$ cat src/rtl/svi_scalar_reader_if.sv
// -----------------------------------------------------------------------------
// I -- SVI scalar-output interface.
//   Carries three 1-bit scalars z, y, x driven by upstream modules from
//   always_ff processes.
//   Modports:
//     D : driver side, z/y/x are outputs.
//     R : read-only side, z/y/x are inputs (used by svi_scalar_reader).
// -----------------------------------------------------------------------------
interface I;
    logic z;
    logic y;
    logic x;

    modport D (output z, output y, output x);
    modport R (input z, input y, input x);
endinterface

$ cat src/rtl/svi_scalar_reader.sv
// -----------------------------------------------------------------------------
// svi_scalar_reader -- change detector for the SVI scalar interface.
//   Samples {z,y,x} through a read-only modport, emits one event per change
//   into a small FIFO (valid/ready output) and keeps per-bit saturating toggle
//   counters plus a sticky overflow flag for dropped events.
//
// Parameters:
//   DEPTH  event FIFO depth (power of two, >= 2)
//   CNT_W  toggle counter width (>= 2)
//
// Ports:
//   i_clk        clock, rising edge
//   i_srst       synchronous active-high reset
//   p            I.R modport, supplies p.z / p.y / p.x
//   i_en         sampling enable
//   i_clr        synchronous clear of counters and o_overflow
//   o_evt_valid  FIFO non-empty
//   i_evt_ready  consumer accepts head event
//   o_evt_data   head event {prev_z,prev_y,prev_x,cur_z,cur_y,cur_x}
//   o_cnt_z/y/x  saturating toggle counters
//   o_overflow   sticky: an event was dropped on a full FIFO
//
// Build option:
//   SVI_READER_COUNT_EN  when defined, the toggle counters are built; when
//                        undefined the counter outputs are tied to zero.
// -----------------------------------------------------------------------------
module svi_scalar_reader #(
    parameter int DEPTH = 4,
    parameter int CNT_W = 8
) (
    input  logic             i_clk,
    input  logic             i_srst,
    I.R                      p,
    input  logic             i_en,
    input  logic             i_clr,
    output logic             o_evt_valid,
    input  logic             i_evt_ready,
    output logic [5:0]       o_evt_data,
    output logic [CNT_W-1:0] o_cnt_z,
    output logic [CNT_W-1:0] o_cnt_y,
    output logic [CNT_W-1:0] o_cnt_x,
    output logic             o_overflow
);

    localparam int AW = $clog2(DEPTH);

    typedef enum logic [1:0] {IDLE, PRIME, RUN} state_t;

    state_t state_reg, state_next;
    logic   do_prime, do_compare;

    logic [2:0]  s_reg;
    logic [2:0]  cur;
    logic [2:0]  diff;
    logic        evt;
    logic [5:0]  evt_data;

    logic [AW:0] wr_ptr_reg, rd_ptr_reg, rd_ptr_next;
    logic [AW:0] level;
    logic        empty, full, pop, push, drop;
    logic [5:0]  mem [DEPTH];
    logic [5:0]  head_reg;
    logic        overflow_reg;

    logic [2:0][CNT_W-1:0] cnt_bus;

    // ---------------------------------------------------------------- FSM
    always_ff @(posedge i_clk) begin
        if (i_srst) state_reg <= IDLE;
        else        state_reg <= state_next;
    end

    always_comb begin
        state_next = state_reg;
        case (state_reg)
            IDLE:    if (i_en) state_next = PRIME;
            PRIME:   state_next = i_en ? RUN : IDLE;
            RUN:     if (!i_en) state_next = IDLE;
            default: state_next = IDLE;
        endcase
    end

    // Leaving RUN suppresses that cycle's compare; s is re-primed on return.
    always_comb begin
        do_prime   = (state_reg == PRIME);
        do_compare = (state_reg == RUN) && i_en;
    end

    // ------------------------------------------------------- change detect
    assign cur      = {p.z, p.y, p.x};
    assign diff     = cur ^ s_reg;
    assign evt      = do_compare && (diff != 3'b000);
    assign evt_data = {s_reg, cur};

    // s follows the interface on every event, even when the event is dropped,
    // so the next event describes the transition actually seen.
    always_ff @(posedge i_clk) begin
        if (i_srst)                s_reg <= 3'b000;
        else if (do_prime || evt)  s_reg <= cur;
    end

    // --------------------------------------------------------------- FIFO
    assign level       = wr_ptr_reg - rd_ptr_reg;
    assign empty       = (wr_ptr_reg == rd_ptr_reg);
    assign full        = (level == (AW+1)'(DEPTH));
    assign pop         = !empty && i_evt_ready;
    assign push        = evt && (!full || pop);
    assign drop        = evt && full && !pop;
    assign rd_ptr_next = rd_ptr_reg + {{AW{1'b0}}, pop};

    always_ff @(posedge i_clk) begin
        if (push) mem[wr_ptr_reg[AW-1:0]] <= evt_data;
    end

    always_ff @(posedge i_clk) begin
        if (i_srst) begin
            wr_ptr_reg <= '0;
            rd_ptr_reg <= '0;
        end else begin
            wr_ptr_reg <= wr_ptr_reg + {{AW{1'b0}}, push};
            rd_ptr_reg <= rd_ptr_next;
        end
    end

    // Registered head: when the entry being written this cycle becomes the
    // next head (empty FIFO, or last entry popped), forward it around the RAM.
    always_ff @(posedge i_clk) begin
        if (i_srst)
            head_reg <= 6'd0;
        else if (push && (wr_ptr_reg[AW-1:0] == rd_ptr_next[AW-1:0]))
            head_reg <= evt_data;
        else
            head_reg <= mem[rd_ptr_next[AW-1:0]];
    end

    assign o_evt_valid = !empty;
    assign o_evt_data  = head_reg;

    // ----------------------------------------------------------- overflow
    always_ff @(posedge i_clk) begin
        if (i_srst || i_clr) overflow_reg <= 1'b0;
        else if (drop)       overflow_reg <= 1'b1;
    end

    assign o_overflow = overflow_reg;

    // ----------------------------------------------------------- counters
`ifdef SVI_READER_COUNT_EN
    for (genvar gi = 0; gi < 3; gi++) begin : g_cnt
        logic [CNT_W-1:0] cnt_reg;

        // Counts every detected toggle, including those whose event is dropped.
        always_ff @(posedge i_clk) begin
            if (i_srst || i_clr)
                cnt_reg <= '0;
            else if (evt && diff[gi] && (cnt_reg != {CNT_W{1'b1}}))
                cnt_reg <= cnt_reg + CNT_W'(1);
        end

        assign cnt_bus[gi] = cnt_reg;
    end
`else
    assign cnt_bus = '0;
`endif

    assign o_cnt_z = cnt_bus[2];
    assign o_cnt_y = cnt_bus[1];
    assign o_cnt_x = cnt_bus[0];

endmodule

$ cat src/flat_wrapper.sv
// flat-port wrapper written by rule: the top's interface ports become plain ports
module svi_scalar_reader_flat 
#(
    parameter int DEPTH = 4,
    parameter int CNT_W = 8
)
  (i_clk, i_srst, i_en, i_clr, o_evt_valid, i_evt_ready, o_evt_data, o_cnt_z, o_cnt_y, o_cnt_x, o_overflow, p_z, p_y, p_x);
  I p_i ();
  input  logic i_clk;
  input  logic i_srst;
  input  logic i_en;
  input  logic i_clr;
  output logic o_evt_valid;
  input  logic i_evt_ready;
  output logic [5:0] o_evt_data;
  output logic [CNT_W-1:0] o_cnt_z;
  output logic [CNT_W-1:0] o_cnt_y;
  output logic [CNT_W-1:0] o_cnt_x;
  output logic o_overflow;
  input wire logic [$bits(p_i.z)-1:0] p_z;
  input wire logic [$bits(p_i.y)-1:0] p_y;
  input wire logic [$bits(p_i.x)-1:0] p_x;
  assign p_i.z = p_z;
  assign p_i.y = p_y;
  assign p_i.x = p_x;
  svi_scalar_reader #(.DEPTH(DEPTH), .CNT_W(CNT_W)) u_core (.i_clk(i_clk), .i_srst(i_srst), .p(p_i), .i_en(i_en), .i_clr(i_clr), .o_evt_valid(o_evt_valid), .i_evt_ready(i_evt_ready), .o_evt_data(o_evt_data), .o_cnt_z(o_cnt_z), .o_cnt_y(o_cnt_y), .o_cnt_x(o_cnt_x), .o_overflow(o_overflow));
endmodule
$ cat config.mk
export PLATFORM = sky130hd
export DESIGN_NAME = svi_scalar_reader_flat
export DESIGN_NICKNAME = d
export VERILOG_FILES = /design/src/rtl/svi_scalar_reader_if.sv /design/src/rtl/svi_scalar_reader.sv /design/src/flat_wrapper.sv
export SDC_FILE = /design/constraint.sdc
export NUM_CORES = 1
export LEC_CHECK = 0
export ABC_AREA = 1
export CORE_ASPECT_RATIO = 1.5
export CORE_MARGIN = 2
export CORE_UTILIZATION = 51
export DETAILED_ROUTE_END_ITERATION = 7
export HOLD_SLACK_MARGIN = 0.15
export MAX_ROUTING_LAYER = met4
export PLACE_DENSITY = 0.79
export REMOVE_ABC_BUFFERS = 1
export SYNTH_ARGS = -nofsm -noshare
export SYNTH_HDL_FRONTEND = slang
export SYNTH_SLANG_ARGS = --single-unit
$ cat constraint.sdc
create_clock -name i_clk -period 3.07 [get_ports i_clk]
set_input_delay 0.614 -clock i_clk [delete_from_list [all_inputs] [get_ports i_clk]]
set_output_delay 0.614 -clock i_clk [all_outputs]
set_load 0.02 [all_outputs]
==> run metrics, run 1 <==
Die Area=4460 sq um; Core Util, Final=60.3%; clock buffer count from CTS=5; FF+latch count, synth=42; top post-synthesis cells by area=edfxtp_1 (36%), dfxtp_1 (18%), buf_4 (9.0%), nor2_1 (6.2%), nand2_1 (6.0%); FMAX=0.386 GHz; final cycle utilization of the critical path=84.5%; Worst Skew=10.1 ps; GRT Residual Overflow=0; setup bufs post-CTS=0; VDD IR max=406 uV; vias in the first global route=1301; Starting Density=53.9%; wire length per cell=12.6 um; CP max stage delay=410 ps; Ports=40; commonest non-fill, non-tap cell in the layout=nor2_1; slowest stage cell on the critical path=dfxtp_1; Clock transition at path regs=80 ps; Worst Path Max Fanout=10; CTS tree=built; # clock sinks=42; I/O Buffers=15; unrepaired setup endpoints after global routing=false; core area=3720 sq um; first-pass GRT wire length=5.82 mm; Final min period=2590 ps; std cell rows=27; Vias/cell=4.90; Final GP Congestion=0.819; ratio of cells with drive above 1 in the final layout=11.1%; Ys Warns=0; fillers=320; total global-route track usage=19.5%; CTS root buf=clkbuf_8; max reg flops=24; Vias=1405; Seq/Total Area, Yosys=53.9%; cts repair resizes=0; drt initial violations=28; DRC Markers=0; Post-Syn Area=2000 sq um; hpwl dp=2.69 mm; area leader, netlist=edfxtp_1; H-tree depth=2; Max Root-Sink Buffers=2; CP Launch Type=flip-flop; Worst Setup Path Type=flip-flop to flip-flop; area share of the largest cell type after synthesis=36.0%; hold_buf cts=0; Pleak=0.974 nW; most frequent cells in the layout=nor2_1 (33), nand2_1 (32), conb_1 (24), edfxtp_1 (24), inv_1 (23); Total Routed Length=3.61 mm; Cells after Synth=218; Design Power=1.08 mW; Critical Path Sink Type=flip-flop; syn_area_per_cell=9.19 sq um; Worst-Skew Late Latency=290 ps; largest net degree at the start of global routing=15; diode count=0; synth unique cells=26; status=finished clean; die span in y=80.8 um; # setup viols final=0; worst hold path class=flip-flop to flip-flop; initial antenna violation count=0; crit-path cells=inv_1 > ha_1 > nand2_1 > inv_1 > a21boi_0 > ha_1 > ha_1 > xor2_1 > nor3_2 > nand2_4 > nand2_1 > nand2_1 > nor2_1; width of the die=55.2 um; DRT Pass-1 Iters=4; Arr. time, crit path=2820 ps; PwrDens=481 nW/um^2; Syn-to-layout area delta=11.8%; Slew Limit Fails=0; Hold Vio Cnt, Final=0; final setup TNS=0 ps; maxcap violations=0; nets@finish=257; Routed Antenna Nets=0; Critical Path RT=3300 ps
-- final cells by class --
| cell class | count | area [sq um] | share of cell area (%) |
|---|---|---|---|
| flip-flops and latches | 42 | 1080 | 48.2 |
| clock buffers | 6 | 72.6 | 3.24 |
| well taps | 43 | 53.8 | 2.40 |
| clock inverters | 2 | 15.0 | 0.670 |
| multi-input cells | 145 | 714 | 31.9 |
| repair buffers | 22 | 203 | 9.05 |
| inverters | 27 | 101 | 4.52 |
-- synth_stat cells (all sizes together) --
master and n:
o21ai 15, conb 1, nor3 7, buf 26
o22ai 6, a21oi 7, dfxtp 18, clkinv 1
nand3 4, nor2 34, a21boi 1, ha 6
or2 1, inv 26, xor2 1, clkbuf 1
edfxtp 24, xnor2 2, nand2 37
-- where the power goes --
group | internal (mW) | leakage [nW] | switching (mW) | total, mW
clock | 0.160 | 0.0374 | 0.183 | 0.343
sequential | 0.607 | 0.369 | 0.00981 | 0.616
combinational | 0.0383 | 0.568 | 0.0802 | 0.119
-- logic make-up after synthesis --
logic type	share of synthesized area, %
adder cells (fa/ha/maj)	3.75
AND/OR/NAND/NOR	18.4
other	0.187
flip-flops	53.9
AO/OA/AOI/OAI	7.74
XOR/XNOR	1.31
buffers and inverters	14.7
-- final timing paths --
| path | startpoint | cells past startpoint | slack (ps) | end |
|---|---|---|---|---|
| hold / removal | u_core.state_reg[1] | 1 | 460 | u_core.state_reg[0] |
| hold reg to reg | u_core.state_reg[1] | 1 | 460 | u_core.state_reg[0] |
| setup / recovery | u_core.wr_ptr_reg[0] | 13 | 480 | u_core.o_evt_data[5] |
| setup reg to reg | u_core.wr_ptr_reg[0] | 13 | 480 | u_core.o_evt_data[5] |
-- critical path, delay by kind of cell (launching register included) --
family	cells	cell delay, ps
buffers and inverters	2	220
XOR/XNOR	1	210
AO/OA/AOI/OAI	1	100
AND/OR/NAND/NOR	6	720
adder cells (fa/ha/maj)	3	870
flip-flops	1	410
-- layer usage --
layer	wire (um)	up-vias	track usage (%)
met1	1410	650	21.3
met2	2000	45	31.7
met3	152	4	3.49
met5	0	-	-
li1	-	706	-
met4	56	0	12.0
-- metrics by stage --
step	std cells	hold WS (ps)	area, sq um	worst slack (ps)
2_1_floorplan	214	418	1900	738
3_3_place_gp	279	439	2150	421
3_5_place_dp	279	448	2150	327
4_1_cts	287	460	2240	472
5_1_grt	287	490	2240	247
6_report	287	459	2240	477
No activity file was read; power rests on OpenSTA's default activity.
==> inputs of run 2 (changes only) <==
clock period = 2.6 ns   (was 3.07 ns; I/O delays follow)
==> run metrics, run 2 (synthesis gave the netlist of run 1 again) <==
initial antenna violation count=0 (unchanged); std cell rows=27 (unchanged); Final GP Congestion=0.774 (-5.4%); Starting Density=53.9% (unchanged); H-tree depth=2 (unchanged); Arr. time, crit path=2620 ps (-200 ps); status=finished clean; Reg area=1080 sq um (+0.23%); Worst Setup Path Type=flip-flop to flip-flop; CTS root buf=clkbuf_8; DRT Pass-1 Iters=4 (unchanged); Clock transition at path regs=80 ps (about the same); area of the multi-input gates=727 sq um (+1.8%); PwrDens=558 nW/um^2 (+16%); nets@finish=260 (+1.2%); # clock sinks=42 (unchanged); die span in y=80.8 um (unchanged); wire length per cell=12.7 um (+1.1%); Final min period=2400 ps (-197 ps); worst hold path class=flip-flop to flip-flop; unrepaired setup endpoints after global routing=false; hold_buf cts=0 (unchanged); hpwl dp=2.64 mm (-2.0%); Placement Cell Area=2180 sq um (+1.0%); CP max stage delay=370 ps (-40 ps); Hold Vio Cnt, Final=0 (unchanged); Worst-Skew Late Latency=290 ps (about the same); P_int=0.948 mW (+18%); post-layout instance area=2270 sq um (+1.4%); Net Switching=0.319 mW (+17%); Vias=1406 (+0.071%); GRT Residual Overflow=0 (unchanged); final setup TNS=0 ps (unchanged); setup bufs post-CTS=0 (unchanged); sw frac=25.2% (-0.084 points); Syn-to-layout area delta=13.4%; ratio of cells with drive above 1 in the final layout=13.0% (+1.9 points); maxcap violations=0 (unchanged); combinational fraction of design power=11.2% (+0.2 points); commonest non-fill, non-tap cell in the layout=nor2_1; Pleak=0.994 nW (+2.1%); largest net degree at the start of global routing=14 (-1); CTS tree=built; FMAX=0.417 GHz (+8.2%); crit-path cells=inv_1 > ha_1 > nand2_1 > inv_1 > a21boi_1 > ha_1 > ha_4 > xor2_1 > nor3_2 > nand2_4 > nand2_1 > nand2_1 > nor2_1; Vias/cell=4.85 (-0.96%); first-pass GRT wire length=5.85 mm (+0.60%); Die Area=4460 sq um (unchanged); width of the die=55.2 um (unchanged); DRC Markers=0 (unchanged); diode count=0 (unchanged); VDD IR max=604 uV (+49%); Worst Path Max Fanout=10 (unchanged); # setup viols final=0 (unchanged); slowest stage cell on the critical path=dfxtp_1; total global-route track usage=19.4% (-0.024 points); I/O Buffers=15 (unchanged); Total Routed Length=3.69 mm (+2.2%); Critical Path RT=2830 ps (-470 ps); Worst Skew=4.86 ps (-5.29 ps); final cycle utilization of the critical path=92.1% (+7.7 points); Slew Limit Fails=0 (unchanged); Routed Antenna Nets=0 (unchanged); clock buffer count from CTS=5 (unchanged); Ports=40 (unchanged); fillers=322 (+0.63%); CP most frequent cell=nand2_1; Clock power frac=31.4% (-0.4 points); vias in the first global route=1318 (+1.3%); Critical Path Sink Type=flip-flop; drt initial violations=22 (-21%); CP Launch Type=flip-flop; Max Root-Sink Buffers=2 (unchanged); most frequent cells in the layout=nor2_1 (33), nand2_1 (32), conb_1 (24), edfxtp_1 (24), inv_1 (23); max reg flops=24 (unchanged); core area=3720 sq um (unchanged); Reg power frac=57.4% (+0.2 points)
## run 2: cell count changes in the layout (fill, tap and decap cells not counted), sizes merged
| cell | delta |
|---|---|
| clkinv | +2 |
| clkinvlp | -2 |
| buf | +3 |
## run 2: timing repair
action | in CTS | in global routing
hold endpoints to repair | 0 | 0
setup endpoints to repair | 0 | 5
resized for setup | 0 | 4
## run 2: stage by stage
step	utilization, %	power [mW]	setup WS (ps)	hold slack (ps)	cells
2_1_floorplan	-	0.831	268	418	214
3_3_place_gp	58.6	0.880	80.6	435	282
3_5_place_dp	58.6	0.883	47.0	454	282
4_1_cts	60.7	1.27	63.3	464	290
5_1_grt	61.1	1.31	34.1	501	290
6_report	61.1	1.27	204	465	290
## run 2: power by group through the flow
stage / sequential [mW] / clock, mW / combinational [mW]
5_1_grt: 0.730 / 0.426 / 0.158
2_1_floorplan: 0.748 / 0 / 0.0834
6_report: 0.728 / 0.398 / 0.142
3_3_place_gp: 0.742 / 0 / 0.138
4_1_cts: 0.727 / 0.402 / 0.142
3_5_place_dp: 0.742 / 0 / 0.141
## run 2: worst paths after layout
path                               end  slack [ps]                 start  cells after the start
setup / recovery  u_core.o_evt_data[4]         200  u_core.rd_ptr_reg[1]                     13
hold / removal     u_core.state_reg[0]         460   u_core.state_reg[1]                      1
setup reg to reg  u_core.o_evt_data[4]         200  u_core.rd_ptr_reg[1]                     13
hold reg to reg    u_core.state_reg[0]         460   u_core.state_reg[1]                      1
## run 2: critical path, delay by kind of cell (launching register included)
family          cells  cell delay, ps
compound gates      1             150
xor+xnor            1             170
fa+ha+maj           3             750
buf+inv             2             130
flops               1             370
simple gates        6             770
## run 2: layout make-up
class	instances	share of cell area [%]
multi-input combinational	145	32.0
timing repair buffer	25	9.91
inverter	27	4.46
tap	43	2.37
clock inverter	2	0.385
sequential	42	47.7
clock buffer	6	3.19
## run 2: routing by layer
metal  global-route usage (%)  wire length, um  share of wire [%]  vias to the layer above
li1                         -                -                  -                      711
met1                     21.5             1520                 41                      651
met2                     32.7             1920                 52                       37
met3                     4.41              162                4.4                        7
met4                     8.05               85                2.3                        0
met5                        -                0                  0                        -
